`config.mk`:
```
export PLATFORM = sky130hd
export DESIGN_NAME = pcie_dll_tx_replay_buffer
export DESIGN_NICKNAME = d
export VERILOG_FILES = /design/src/rtl/pcie_dll_tx_replay_buffer.sv
export SDC_FILE = /design/constraint.sdc
export NUM_CORES = 2
export LEC_CHECK = 0
export CAP_MARGIN = 30
export CORE_ASPECT_RATIO = 1.1
export CORE_MARGIN = 4
export CORE_UTILIZATION = 35
export DETAILED_ROUTE_END_ITERATION = 12
export GPL_TIMING_DRIVEN = 0
export PLACE_DENSITY = 0.58
export SYNTH_ARGS = -nofsm -noshare
export SYNTH_HDL_FRONTEND = slang
export SYNTH_SLANG_ARGS = --single-unit
export TNS_END_PERCENT = 20
```
`constraint.sdc`:
```
create_clock -name clk -period 37.8 [get_ports clk]
set_clock_uncertainty 0.05 [all_clocks]
set_input_delay 11.34 -clock clk [delete_from_list [all_inputs] [get_ports clk]]
set_output_delay 11.34 -clock clk [all_outputs]
set_load 0.01 [all_outputs]
```
`src/rtl/pcie_dll_tx_replay_buffer.sv`:
```
// -----------------------------------------------------------------------------
// pcie_dll_tx_replay_buffer
//
// Data link layer TX replay buffer for PCIe. Each single-beat TLP accepted from
// the transaction layer gets a 12-bit sequence number. The buffer forwards the
// TLP to the link side and keeps a copy until an ACK covers it. A NAK rewinds
// the send pointer to the oldest unacknowledged entry and replays in order.
//
// Optional build feature (macro PCIE_REPLAY_TIMER_EN): a replay timer that
// triggers a rewind on its own after REPLAY_TIMEOUT cycles without ACK progress.
//
// Ports:
//   clk, rst_n                     clock, asynchronous active-low reset
//   in_valid/in_ready              TLP handshake from the transaction layer
//   in_header/in_data/in_sop/in_eop TLP contents (stored and forwarded)
//   out_valid/out_ready            TLP handshake towards the link side
//   out_header/out_data/out_sop/out_eop/out_seq  presented TLP and its number
//   ack_valid/ack_nak/ack_seq      received ACK/NAK DLLP
//   replay_active                  replay in progress
//   occupancy                      entries held (unsent + unacknowledged)
//   err_bad_ack                    one-cycle pulse: ACK/NAK outside the window
// -----------------------------------------------------------------------------
module pcie_dll_tx_replay_buffer #(
    parameter int DEPTH          = 8,
    parameter int HDR_W          = 128,
    parameter int DATA_W         = 256,
    parameter int SEQ_W          = 12,
    parameter int REPLAY_TIMEOUT = 1024
) (
    input  logic                     clk,
    input  logic                     rst_n,
    input  logic                     in_valid,
    input  logic [HDR_W-1:0]         in_header,
    input  logic [DATA_W-1:0]        in_data,
    input  logic                     in_sop,
    input  logic                     in_eop,
    output logic                     in_ready,
    output logic                     out_valid,
    output logic [HDR_W-1:0]         out_header,
    output logic [DATA_W-1:0]        out_data,
    output logic                     out_sop,
    output logic                     out_eop,
    output logic [SEQ_W-1:0]         out_seq,
    input  logic                     out_ready,
    input  logic                     ack_valid,
    input  logic                     ack_nak,
    input  logic [SEQ_W-1:0]         ack_seq,
    output logic                     replay_active,
    output logic [$clog2(DEPTH):0]   occupancy,
    output logic                     err_bad_ack
);

    localparam int AW = $clog2(DEPTH);
    localparam int PW = AW + 1;
    localparam int EW = HDR_W + DATA_W + 2 + SEQ_W;

    logic [EW-1:0]    mem_r [DEPTH];
    logic [PW-1:0]    wr_ptr_r, send_ptr_r, ack_ptr_r, replay_end_r, occupancy_r;
    logic [SEQ_W-1:0] next_seq_r, acked_seq_r;
    logic             replay_active_r, err_bad_ack_r, in_ready_r;

    logic [PW-1:0]    wr_ptr_nxt, send_ptr_nxt, ack_ptr_nxt, replay_end_nxt, occupancy_nxt;
    logic [SEQ_W-1:0] next_seq_nxt, acked_seq_nxt, d_s;
    logic [PW-1:0]    sent_unacked_s;
    logic             replay_active_nxt, err_bad_ack_nxt, in_ready_nxt;
    logic             wr_fire_s, send_fire_s, in_window_s, ack_ok_s, ack_progress_s, nak_s;
    logic             timer_fire_s;
    logic             out_valid_s;

    assign out_valid_s   = (send_ptr_r != wr_ptr_r);
    assign out_valid     = out_valid_s;
    assign {out_header, out_data, out_sop, out_eop, out_seq} = mem_r[send_ptr_r[AW-1:0]];
    assign in_ready      = in_ready_r;
    assign occupancy     = occupancy_r;
    assign replay_active = replay_active_r;
    assign err_bad_ack   = err_bad_ack_r;

    // Next-state computation: ACK/NAK window, rewind, send and write pointers.
    always_comb begin
        wr_fire_s      = in_valid && in_ready_r;
        send_fire_s    = out_valid_s && out_ready;
        sent_unacked_s = send_ptr_r - ack_ptr_r;
        // Distance from the last acknowledged number, modulo the sequence space.
        d_s            = ack_seq - acked_seq_r;
        in_window_s    = (d_s != {SEQ_W{1'b0}}) && (d_s <= SEQ_W'(sent_unacked_s));
        ack_ok_s       = ack_valid && ((d_s == {SEQ_W{1'b0}}) || in_window_s);
        ack_progress_s = ack_valid && in_window_s;
        nak_s          = ack_ok_s && ack_nak;
        err_bad_ack_nxt = ack_valid && !ack_ok_s;

        if (ack_progress_s) begin
            // d never exceeds DEPTH here, so its low PW bits are the release count.
            ack_ptr_nxt   = ack_ptr_r + d_s[PW-1:0];
            acked_seq_nxt = ack_seq;
        end else begin
            ack_ptr_nxt   = ack_ptr_r;
            acked_seq_nxt = acked_seq_r;
        end

        if (wr_fire_s) begin
            wr_ptr_nxt   = wr_ptr_r + PW'(1);
            next_seq_nxt = next_seq_r + SEQ_W'(1);
        end else begin
            wr_ptr_nxt   = wr_ptr_r;
            next_seq_nxt = next_seq_r;
        end

        replay_end_nxt    = replay_end_r;
        replay_active_nxt = replay_active_r;
        if (nak_s || timer_fire_s) begin
            // Rewind beats any same-cycle send handshake.
            send_ptr_nxt      = ack_ptr_nxt;
            replay_end_nxt    = send_ptr_r;
            replay_active_nxt = (ack_ptr_nxt != send_ptr_r);
        end else if (send_fire_s) begin
            send_ptr_nxt = send_ptr_r + PW'(1);
            if (replay_active_r && (send_ptr_nxt == replay_end_r)) begin
                replay_active_nxt = 1'b0;
            end else begin
                replay_active_nxt = replay_active_r;
            end
        end else begin
            send_ptr_nxt = send_ptr_r;
        end

        occupancy_nxt = wr_ptr_nxt - ack_ptr_nxt;
        in_ready_nxt  = (occupancy_nxt != PW'(DEPTH));
    end

`ifdef PCIE_REPLAY_TIMER_EN
    localparam int TW = $clog2(REPLAY_TIMEOUT) + 1;
    logic [TW-1:0] timer_r;

    assign timer_fire_s = (sent_unacked_s != {PW{1'b0}}) && !ack_progress_s && !nak_s &&
                          (timer_r == TW'(REPLAY_TIMEOUT - 1));

    // Replay timer: counts while TLPs are outstanding, restarts on ACK progress.
    always_ff @(posedge clk or negedge rst_n) begin
        if (!rst_n) begin
            timer_r <= {TW{1'b0}};
        end else if (ack_progress_s || nak_s || timer_fire_s ||
                     (sent_unacked_s == {PW{1'b0}})) begin
            timer_r <= {TW{1'b0}};
        end else begin
            timer_r <= timer_r + TW'(1);
        end
    end
`else
    assign timer_fire_s = 1'b0;
`endif

    // Control state registers.
    always_ff @(posedge clk or negedge rst_n) begin
        if (!rst_n) begin
            wr_ptr_r        <= {PW{1'b0}};
            send_ptr_r      <= {PW{1'b0}};
            ack_ptr_r       <= {PW{1'b0}};
            replay_end_r    <= {PW{1'b0}};
            occupancy_r     <= {PW{1'b0}};
            next_seq_r      <= {SEQ_W{1'b0}};
            acked_seq_r     <= {SEQ_W{1'b1}};
            replay_active_r <= 1'b0;
            err_bad_ack_r   <= 1'b0;
            in_ready_r      <= 1'b1;
        end else begin
            wr_ptr_r        <= wr_ptr_nxt;
            send_ptr_r      <= send_ptr_nxt;
            ack_ptr_r       <= ack_ptr_nxt;
            replay_end_r    <= replay_end_nxt;
            occupancy_r     <= occupancy_nxt;
            next_seq_r      <= next_seq_nxt;
            acked_seq_r     <= acked_seq_nxt;
            replay_active_r <= replay_active_nxt;
            err_bad_ack_r   <= err_bad_ack_nxt;
            in_ready_r      <= in_ready_nxt;
        end
    end

    // Entry storage; contents are don't-care after reset so no reset is applied.
    always_ff @(posedge clk) begin
        if (wr_fire_s) begin
            mem_r[wr_ptr_r[AW-1:0]] <= {in_header, in_data, in_sop, in_eop, next_seq_r};
        end else begin
            mem_r[wr_ptr_r[AW-1:0]] <= mem_r[wr_ptr_r[AW-1:0]];
        end
    end

endmodule

```
=== Yosys cells after proc, flatten, opt, wreduce, memory -nomap -nowiden ===
Memory sizes are Yosys's and may differ from the RTL's.
Cells that the tools add are included.

* Flip-flop bits (word level): 47
* Bits in writable memories: 3,184
* Bits of input ports: 404
* Output and inout bits: 406
* Logic and storage cells: 52
* Memories: 1

* Add/subtract/negate cells: 7
* Magnitude comparators: 1
* Equality and inequality tests: 5
* Multiplexer cells: 11
* Bitwise operators: 1
* Reduce and logical (&&, ||, !) cells: 16

{| class="wikitable"
|+ Memory list
! memory !! depth !! bits a word !! read ports !! clocked after Yosys merged registers in !! write ports !! RTL line !! RTL
|-
| mem_r || 8 || 398 || 1 || 0 || 1 || 57 || <nowiki>logic [EW-1:0] mem_r [DEPTH];</nowiki>
|}

{| class="wikitable"
|+ Operators by type and width
! kind !! number
|-
| 2-to-1 mux 398 bit || 1
|-
| 2-to-1 mux 4 bit || 4
|-
| adder 12 x 1 -> 12 bit, second input constant || 1
|-
| less-or-equal comparator 12 x 4 -> 1 bit || 1
|-
| logical NOT 12 bit || 1
|-
| nonzero test 12 bit || 1
|-
| subtractor 12 bit || 1
|-
| adder 4 x 1 -> 4 bit, second input constant || 2
|-
| logical AND 1 bit || 8
|-
| != test 4 bit || 2
|-
| subtractor 4 bit || 2
|-
| 2-to-1 mux 1 bit || 6
|-
| adder 4 bit || 1
|-
| == test 4 bit || 1
|-
| != test 4 bit, second input constant || 1
|-
| AND reduction 2 bit || 2
|-
| nonzero test 2 bit || 2
|-
| logical NOT 1 bit || 1
|-
| logical OR 1 bit || 1
|-
| != test 0 bit || 1
|-
| bitwise OR 1 bit || 1
|}

=== Depth between registers and ports, before layout ===
* Word-level depth: 8
* Mapped depth: 23
* Gate-level depth less buffers: 19

=== Worst setup path after synthesis ===
Ideal clock, no wire load.

* Kind: input port to flip-flop
* Start point: input in_valid
* End point: memory mem_r[0][0] (netlist name), enable pin
* Library setup time: 2.131 ns
* Arrival time: 48.808 ns
* Data required time: 35.619 ns
* Setup slack: -13.189 ns
* Cell stages on the path: 2
* Buffers on the path: 0
* Cell sequence: nand2_1 nor4_1

* Word-level cells in the longest chain between the ends: 4
* Elaborated cells on any way between the ends: 6
* Classes of those cells: mux: 3; bitwise: 1; reduce/logical: 2

{| class="wikitable"
|+ RTL lines
! what !! RTL line !! RTL
|-
| from (decl) || 32 || <nowiki>input logic in_valid,</nowiki>
|-
| logical AND 1 bit (*) || 80 || <nowiki>wr_fire_s = in_valid && in_ready_r;</nowiki>
|-
| 2-to-1 mux 1 bit, on equally long branches || 181, 184 ||
|-
| 2-to-1 mux 1 bit (implied by the code) or AND reduction 2 bit (tied branches) || - ||
|-
| bitwise OR 1 bit (no source line) (*) || - ||
|-
| to (decl) || 57 ||
|}

Every way passes the cells marked *; elsewhere a longest branch is shown, timed or not.

=== Worst setup path after layout ===
* Start point: register send_ptr_r[0]
* End point: output out_header[54]

* Word-level cells in the longest chain between the ends: 1

{| class="wikitable"
|+ RTL lines
! what !! RTL line !! RTL
|-
| from (decl) || 58 || <nowiki>logic [PW-1:0] wr_ptr_r, send_ptr_r, ack_ptr_r, replay_end_r, occupancy_r;</nowiki>
|-
| from (signal assigned) || 156 || <nowiki>send_ptr_r <= {PW{1'b0}};</nowiki>
|-
| from (signal assigned) || 167 || <nowiki>send_ptr_r <= send_ptr_nxt;</nowiki>
|-
| memory read (8 x 398 bit) || - ||
|-
| to (decl) || 39 || <nowiki>output logic [HDR_W-1:0] out_header,</nowiki>
|}

No other way between the ends.

==> results.cfg <==
[yosys]
synth_cell_types = 59
synth_compound_area_share_pct = 0.380
yosys.area_share.simple_pct = 0.570
synth-seq-cells = 3231
post_synth_fa_ha_maj_area_fraction_pct = 0.325
muxShareOfSynthArea_pct = 18.4
yosysWarnings = 0
synth_fp_nets = 5413
syn_avg_cell_area_sq_um = 24.6
syn_area_sq_um = 122000
synth_top_family_by_area = multiplexers
synth_edf_count = 3184
synth_flop_cell = edfxtp_1
seq_area_frac_synth_pct = 79.2
async_reset_ff_share_pct = 1.45
syn_inst = 4979
synth_xor_area_share_pct = 0.305

[global_routing]
grt-busiest-layer = met2
grt_pass1_vias = 60600
grt-ovfl-total = 0
grt_max_degree = 37
grtUsageTotal_pct = 17.2
grtUsageMet1_pct = 22.0
grt_util_met3_pct = 4.89
antenna_found_initial = 113
grt_pass1_wl_um = 448000
use_met2_pct = 28.7

[clock_tree]
cts_resized = 0
clk_latency_ns = 0.90
cts_tree = yes
postCtsSetupBuffers = 0
cts.hold.buffers_added = 0
cts_buffers = 339
clk_pin_slew_ns = 0.06
cts_sinks = 3231
cts_buffer_depth = 4
htreeDepth = 5
cts-root-buf = clkbuf_16

[routing]
post_drt_wl_per_cell_um = 27.4
postRouteAntennaNets = 0
drtIter0Drc = 4455
drt_pre_antenna_iters = 5
drt_wl_total_um = 314000
via_per_inst = 5.04
drc = 0
vias = 57700

[die]
die_width_um = 572
start_util_pct = 35.2
io_pins = 810
core_sq_um = 348000
die-area_sq_um = 359000
fp.dieH_um = 628
core.rowCount = 227

[critical_path]
r2r-end = occupancy[3]
reg2reg_from = send_ptr_r[0]
worstRegToRegCells = 22
cp-start-kind = register
rrSetupSlack_ns = 30.95
required_ns = 26.41
crit_type = reg2out
cp.arrival_ns = 5.34
path_max_fanout = 10
worst_setup_path_end_kind = output port

[finish]
drive_gt1_share_pct = 31.4
fill_cells = 29300
multi_input_area_sq_um = 24500
final_nets = 6997
final_common_cell = edfxtp_1
seqCellArea_sq_um = 96800
final_cell_mix = edfxtp_1, clkdlybuf4s50_1, mux4_2
finalNonFillerCells = 11500
area_growth_pct = 25.0

[placement]
routabilityCongestion = 0.752
io_buffers = 809
hpwl_um = 223000
dp_cells = 10800
dp_slack_ns = 21.48

[hold_path]
worstHoldPathType = reg2reg
whs_endpoint = acked_seq_r[5]
holdPathStages = 2
hp-start = acked_seq_r[5]

[sta]
timing.final.crit_share_pct = 44.3
timing.slew.headroom_pct = 32.4
worstMarginPinSlew_ns = 1.01
fin_hold_ws_ns = 0.459
setup_viol = 0
setup_ws_ns = 21.07
hold_viol = 0
min_period_ns = 16.73
drv_slew = 0
max_freq_ghz = 0.0598
grt_setup_unrepaired = no

[run]
cap_viol_max_count = 0

[power]
powerDensity_nw_per_um2 = 80.3
vdd_ir_drop_max_mv = 0.0549
leakage_nw = 48.8

[status]
status = completed
## worst max-delay path, cell delays in order (launching register included)
cell,delay [ns]
dfrtp_1,0.38
clkbuf_1,0.42
clkbuf_2,0.70
clkbuf_2,0.68
buf_1,0.53
buf_6,0.23
mux4_2,0.50
mux2_2,0.27
clkdlybuf4s50_1,0.62
## how the worst max path moves through the flow
stage          slack, ns  cells past startpoint              to          start
3_5_place_dp       21.48                     18    occupancy[3]     ack_seq[0]
2_1_floorplan      -2.47                      4     mem_r[4][0]       in_valid
5_1_grt            20.59                      8  out_header[49]  send_ptr_r[0]
3_3_place_gp      -36.12                      5   mem_r[4][137]       in_valid
6_report           21.07                      8  out_header[54]  send_ptr_r[0]
4_1_cts            20.64                      7   out_data[134]  send_ptr_r[0]
## where the power goes
part	total [mW]	switching, mW	internal (mW)	leakage, nW
registers	4.60	0.101	4.50	29.5
clock network	3.19	1.38	1.81	5.17
logic	4.49	2.25	2.23	14.1
## cell families after synthesis
group           Yosys count
simple gates            131
buf+inv                 270
xor+xnor                 40
compound gates           73
mux                    1204
fa+ha+maj                30
flops                  3231
## cell usage after synthesis (12+ instances only)
| library cell | instances | share of area [%] |
|---|---|---|
| edfxtp_1 | 3184 | 78 |
| mux4_2 | 796 | 15 |
| mux2_2 | 406 | 3.7 |
| clkbuf_1 | 159 | 0.49 |
| buf_1 | 72 | 0.22 |
| nand2_1 | 41 | 0.13 |
| dfrtp_1 | 34 | 0.70 |
| inv_1 | 34 | 0.10 |
| ha_1 | 27 | 0.28 |
| xnor2_1 | 26 | 0.19 |
| o21ai_0 | 24 | 0.098 |
| nor2_1 | 23 | 0.071 |
| a21oi_1 | 17 | 0.070 |
| dfstp_2 | 13 | 0.28 |
| nand3_1 | 13 | 0.053 |
| xor2_1 | 12 | 0.086 |
## area by class of cell
| type | count | area share (%) |
|---|---|---|
| Clock buffer | 414 | 5.79 |
| Sequential cell | 3231 | 63.3 |
| Tap cell | 4580 | 3.75 |
| Multi-Input combinational cell | 1478 | 16.0 |
| Antenna cell | 40 | 0.0655 |
| Timing Repair Buffer | 1243 | 9.19 |
| Buffer | 236 | 0.595 |
| Clock inverter | 196 | 1.17 |
| Inverter | 34 | 0.0835 |
## metrics by stage
step | TNS, ns | util [%] | power, mW | instance area (sq um)
after floorplan | -3827.92 | - | 7.36 | 122000
after global placement | - | 39.2 | 9.94 | 136000
after detailed placement | 0 | 40.8 | 9.27 | 142000
after CTS | 0 | 43.9 | 12.5 | 153000
after global routing | 0 | 44.0 | 12.9 | 153000
final | 0 | 44.0 | 12.3 | 153000
## sequential cells by signal, summed over array words and instances (netlist names), 4 cells and up
signal        flops
acked_seq_r      12
send_ptr_r        4
wr_ptr_r          4
mem_r          3184
ack_ptr_r         4
occupancy         4
next_seq_r       12
replay_end_r      4
## layer usage
| layer | wire length (um) | vias up |
|---|---|---|
| li1 | - | 24600 |
| met1 | 125000 | 31000 |
| met2 | 156000 | 1609 |
| met3 | 23400 | 522 |
| met4 | 8440 | 64 |
| met5 | 427 | - |
Note: power is estimated with default switching activity, not from simulation.
